File: src/rtl/reg_file.sv
// reg_file: 32 x 32-bit register file with two combinational read ports and
// one synchronous write port. Register 0 is hardwired to zero. Registers 29
// ($sp) and 31 ($ra) take parameterised reset values; all others reset to 0.
// WriteAck pulses for one cycle after each accepted write to a nonzero register.
// Optional feature: define REG_FILE_BYPASS_EN to forward WriteData to a read
// port in the same cycle as a matching write (never for register 0).
module reg_file #(
   parameter logic [31:0] SP_INIT = 32'd227,
   parameter logic [31:0] RA_INIT = 32'd0
) (
   input  logic        clk,
   input  logic        reset,
   input  logic        RegWrite,
   input  logic [4:0]  ReadReg1,
   input  logic [4:0]  ReadReg2,
   input  logic [4:0]  WriteReg,
   input  logic [31:0] WriteData,
   output logic [31:0] ReadData1,
   output logic [31:0] ReadData2,
   output logic        WriteAck
);

   localparam int unsigned NUM_REGS = 32;

   logic [31:0] regs_q [NUM_REGS];
   logic [31:0] regs_d [NUM_REGS];
   logic        write_ack_q;
   logic        write_ack_d;
   logic        wr_en;

   function automatic logic [31:0] reset_value(input int unsigned idx);
      logic [31:0] val;
      val = '0;
      if (idx == 29) val = SP_INIT;
      if (idx == 31) val = RA_INIT;
      return val;
   endfunction

   assign wr_en = RegWrite && (WriteReg != 5'd0);

   // Next-state: copy current contents, overlay the accepted write.
   always_comb begin
      for (int unsigned i = 0; i < NUM_REGS; i++) begin
         regs_d[i] = regs_q[i];
      end
      if (wr_en) begin
         regs_d[WriteReg] = WriteData;
      end
      write_ack_d = wr_en;
   end

   // State registers with asynchronous reset to the architectural defaults.
   always_ff @(posedge clk or posedge reset) begin
      if (reset) begin
         for (int unsigned i = 0; i < NUM_REGS; i++) begin
            regs_q[i] <= reset_value(i);
         end
         write_ack_q <= 1'b0;
      end else begin
         for (int unsigned i = 0; i < NUM_REGS; i++) begin
            regs_q[i] <= regs_d[i];
         end
         write_ack_q <= write_ack_d;
      end
   end

   // Read port A: zero for register 0, optional same-cycle forwarding.
   always_comb begin
      ReadData1 = (ReadReg1 == 5'd0) ? '0 : regs_q[ReadReg1];
`ifdef REG_FILE_BYPASS_EN
      if (wr_en && (ReadReg1 == WriteReg)) begin
         ReadData1 = WriteData;
      end
`endif
   end

   // Read port B: zero for register 0, optional same-cycle forwarding.
   always_comb begin
      ReadData2 = (ReadReg2 == 5'd0) ? '0 : regs_q[ReadReg2];
`ifdef REG_FILE_BYPASS_EN
      if (wr_en && (ReadReg2 == WriteReg)) begin
         ReadData2 = WriteData;
      end
`endif
   end

   assign WriteAck = write_ack_q;

endmodule

File: config.mk
export PLATFORM = sky130hd
export DESIGN_NAME = reg_file
export DESIGN_NICKNAME = d
export VERILOG_FILES = /design/src/rtl/reg_file.sv
export SDC_FILE = /design/constraint.sdc
export NUM_CORES = 2
export LEC_CHECK = 0
export ABC_CLOCK_PERIOD_IN_PS = 45600
export BUFFER_PORTS_ARGS = -buffer_cell sky130_fd_sc_hd__buf_2
export CORE_MARGIN = 3
export CORE_UTILIZATION = 54
export DETAILED_ROUTE_END_ITERATION = 10
export PLACE_DENSITY = 0.79
export SLEW_MARGIN = 20
export SYNTH_ARGS = -nofsm -noshare
export SYNTH_HDL_FRONTEND = slang
export SYNTH_SLANG_ARGS = --single-unit
export TNS_END_PERCENT = 100
File: constraint.sdc
create_clock -name clk -period 45.6 [get_ports clk]
set_input_delay 2.28 -clock clk [delete_from_list [all_inputs] [get_ports clk]]
set_output_delay 2.28 -clock clk [all_outputs]
set_load 0.05 [all_outputs]
==> flow_summary.json <==
{
  "run_status": "complete, no violations",
  "finalHoldViolCount": 0,
  "critPathMaxStageDelay_ns": 0.83,
  "syn_area_per_cell_um2": 14.9,
  "worstMarginPinSlew_ns": 1.22,
  "placed_area_mm2": 0.0556,
  "core-area_mm2": 0.0993,
  "netlist_area_mm2": 0.0545,
  "setup_viol_count_final": 0,
  "fin_util": 0.596,
  "fin_skew_ns": 0,
  "hold_buffers": 0,
  "path_clk_slew_ns": 0.06,
  "drcViolationCount": 0,
  "path_buf_inv": 5,
  "whs_ns": 0.400,
  "hold_path_class": "flip-flop to flip-flop",
  "wl_um": 170000,
  "cp_slowest_cell": "nor3_1",
  "grt_max_degree": 158,
  "synthCells": 3658,
  "grt.busiest_layer": "met2",
  "syn2layout_area_growth_pct": 8.60,
  "relSlewSlack": 0.166,
  "dpl.hpwl_um": 95400,
  "port_buffers": 114,
  "cts_tree": "yes",
  "finalCriticalPeriod_ns": 9.00,
  "fp.dieW_um": 324,
  "min_period_over_period": 0.197,
  "grt_pass1_vias": 36600,
  "grt_pass1_wl_um": 251000,
  "use_met3": 0.0998,
  "irDropWorstVdd_mv": 0.0296,
  "instances_no_fill": 4926,
  "cts_root_buffer": "clkbuf_16",
  "max_clock_freq_ghz": 0.111,
  "die_h_um": 324,
  "total_power_mw": 2.65,
  "vias": 36100,
  "dp.cells": 4721,
  "cts_buffers": 104,
  "crit_family": "buffers and inverters",
  "cap_violations": 0,
  "ys_seq_area_frac": 0.471,
  "p_leak_nw": 25.9,
  "row_count": 115,
  "die_area_mm2": 0.105,
  "arrival_ns": 6.72,
  "n_fill_cell": 7265,
  "fin_tns_setup_ns": 0,
  "rsz0062_at_grt": "no",
  "path_cells": "buf_6 > buf_4 > buf_4 > and2_2 > buf_4 > a22o_1 > a2111oi_0 > nor3_1 > buf_2",
  "htreeDepth": 3,
  "pre_cts_slack_ns": 36.81,
  "first_pass_iters": 7,
  "critPathKind": "input pin to primary output",
  "fin_ws_ns": 36.60,
  "end_kind": "primary output",
  "drv_slew": 0,
  "ys_ff_latch": 1025,
  "synth_warnings": 0,
  "gr-total-overflow": 0,
  "p_per_area_mw_per_mm2": 44.9,
  "cts_setup_buffers": 0,
  "crit_top_cell": "buf_4",
  "routabilityCongestion": 0.858,
  "wl_per_cell_um": 34.4,
  "gr-usage-met2": 0.493,
  "track_usage": 0.327,
  "worstSetupStartpointType": "input pin",
  "ant_nets": 0,
  "antenna_found_initial": 14,
  "finalNetCount": 3591,
  "cts_num_sinks": 1025,
  "cts.repair.resized": 0,
  "ys_types": 49,
  "clockBufferDepth": 3,
  "initial_core_util": 0.549,
  "critical_path.max_fanout": 45,
  "syn_nets": 3708,
  "clk_latency_ns": 0.69,
  "final_layout_size_suffix_gt1_frac": 0.511,
  "critPathRequiredTime_ns": 43.32,
  "ios": 115,
  "use_met1": 0.433,
  "fin_area_mm2": 0.0592,
  "viasPerCell": 7.33,
  "drtIter0Drc": 4524
}
[metal layers]
metal	wire [µm]	up-vias	share of wire
li1	-	14000	-
met1	63200	19200	0.37
met2	76700	2417	0.45
met3	20100	559	0.12
met4	9380	10	0.055
met5	123	-	0.00073
[state kept, by name, summed over array words and instances, names as in the netlist]
signal and flops:
WriteAck 1, regs_q 1024
[cells in the mapped netlist, drive strengths merged]
| library cell | instances | area share |
|---|---|---|
| nand3b | 5 | 0.00069 |
| or2 | 3 | 0.00034 |
| dfrtp | 1020 | 0.47 |
| dfstp | 5 | 0.0024 |
| nand2 | 22 | 0.0015 |
| a2111oi | 53 | 0.0087 |
| and3b | 1 | 0.00016 |
| nand4b | 3 | 0.00048 |
| or3b | 2 | 0.00032 |
| mux2i | 248 | 0.046 |
| nand4 | 1 | 0.00011 |
| a221oi | 6 | 0.00096 |
| and2 | 18 | 0.0021 |
| a31oi | 10 | 0.0011 |
| nand2b | 2 | 0.00023 |
| and3 | 1 | 0.00011 |
| nor3 | 49 | 0.0045 |
| nor4b | 2 | 0.00071 |
| nor2 | 18 | 0.0013 |
| nor3b | 3 | 0.00041 |
| nand3 | 4 | 0.00037 |
| or3 | 2 | 0.00023 |
| clkinv | 1 | 0.000069 |
| a211oi | 27 | 0.0037 |
| a22oi | 66 | 0.0091 |
| o21bai | 1 | 0.00014 |
| a22o | 46 | 0.0074 |
| o32ai | 15 | 0.0024 |
| o22ai | 63 | 0.0072 |
| a21boi | 1 | 0.00014 |
| o221ai | 7 | 0.0011 |
| nor2b | 48 | 0.0055 |
| buf | 190 | 0.020 |
| nor4 | 8 | 0.00092 |
| mux2 | 1034 | 0.21 |
| a21oi | 27 | 0.0025 |
| inv | 2 | 0.00014 |
| mux4 | 408 | 0.17 |
| clkbuf | 236 | 0.016 |
[where the power goes]
| group | internal, mW | switching (mW) | leakage [nW] |
|---|---|---|---|
| clock | 0.501 | 0.375 | 1.73 |
| combinational | 0.311 | 0.250 | 11.0 |
| sequential | 1.08 | 0.135 | 13.2 |
[logic make-up (layout without fill, tap and decap cells)]
group,count (synthesis),count (layout),synth area share
muxes,1690,1690,0.428
other,0,7,0
buffers and inverters,429,403,0.0367
AOI/OAI and AO/OA,322,322,0.0445
and+or+nand+nor,192,192,0.0200
DFF,1025,1025,0.471
[cells in the final DEF, fill, tap and decap left out, types with 7 or more instances in the layout]
cell / synthesis / layout
nor2b_1: 48 / 44
a211oi_1: 27 / 27
mux2_1: 10 / 10
mux2i_1: 248 / 248
a31oi_1: 10 / 10
nor3_1: 49 / 49
o22ai_1: 63 / 63
and2_1: 17 / 15
o221ai_1: 7 / 7
a22o_1: 46 / 46
dfrtp_1: 1020 / 1020
nor4_1: 8 / 8
o32ai_1: 15 / 15
clkbuf_8: 0 / 22
mux4_2: 408 / 408
nor2_4: 0 / 15
buf_2: 90 / 108
buf_4: 32 / 85
a2111oi_0: 47 / 47
nand2_2: 0 / 16
clkbuf_1: 235 / 26
clkbuf_16: 0 / 107
mux2_2: 1024 / 1024
diode_2: 0 / 7
clkinv_2: 0 / 25
a22oi_1: 66 / 66
a21oi_1: 27 / 27
[worst paths after layout]
| check | slack [ns] | end | startpoint | depth (start not counted) |
|---|---|---|---|---|
| setup / recovery | 36.60 | ReadData1[15] | ReadReg1[1] | 9 |
| hold / removal | 0.40 | regs_q[1005] | regs_q[1005] | 0 |
| setup reg to reg | 44.77 | regs_q[609] | regs_q[609] | 1 |
| hold reg to reg | 0.40 | regs_q[1005] | regs_q[1005] | 0 |
| max in group asynchronous | 40.74 | regs_q[681] | reset | 5 |
| min in group asynchronous | 1.77 | regs_q[216] | reset | 2 |
[cell type report]
cell class | instances | area (µm²) | share of cell area
inverter | 3 | 18.8 | 0.000317
sequential | 1025 | 25700 | 0.434
antenna | 7 | 17.5 | 0.000296
multi-input combinational | 2204 | 27000 | 0.457
clock buffer | 154 | 3060 | 0.0518
timing repair buffer | 203 | 1340 | 0.0226
tap | 1287 | 1610 | 0.0272
clock inverter | 43 | 440 | 0.00744
Power figures use the tool's default switching activity.
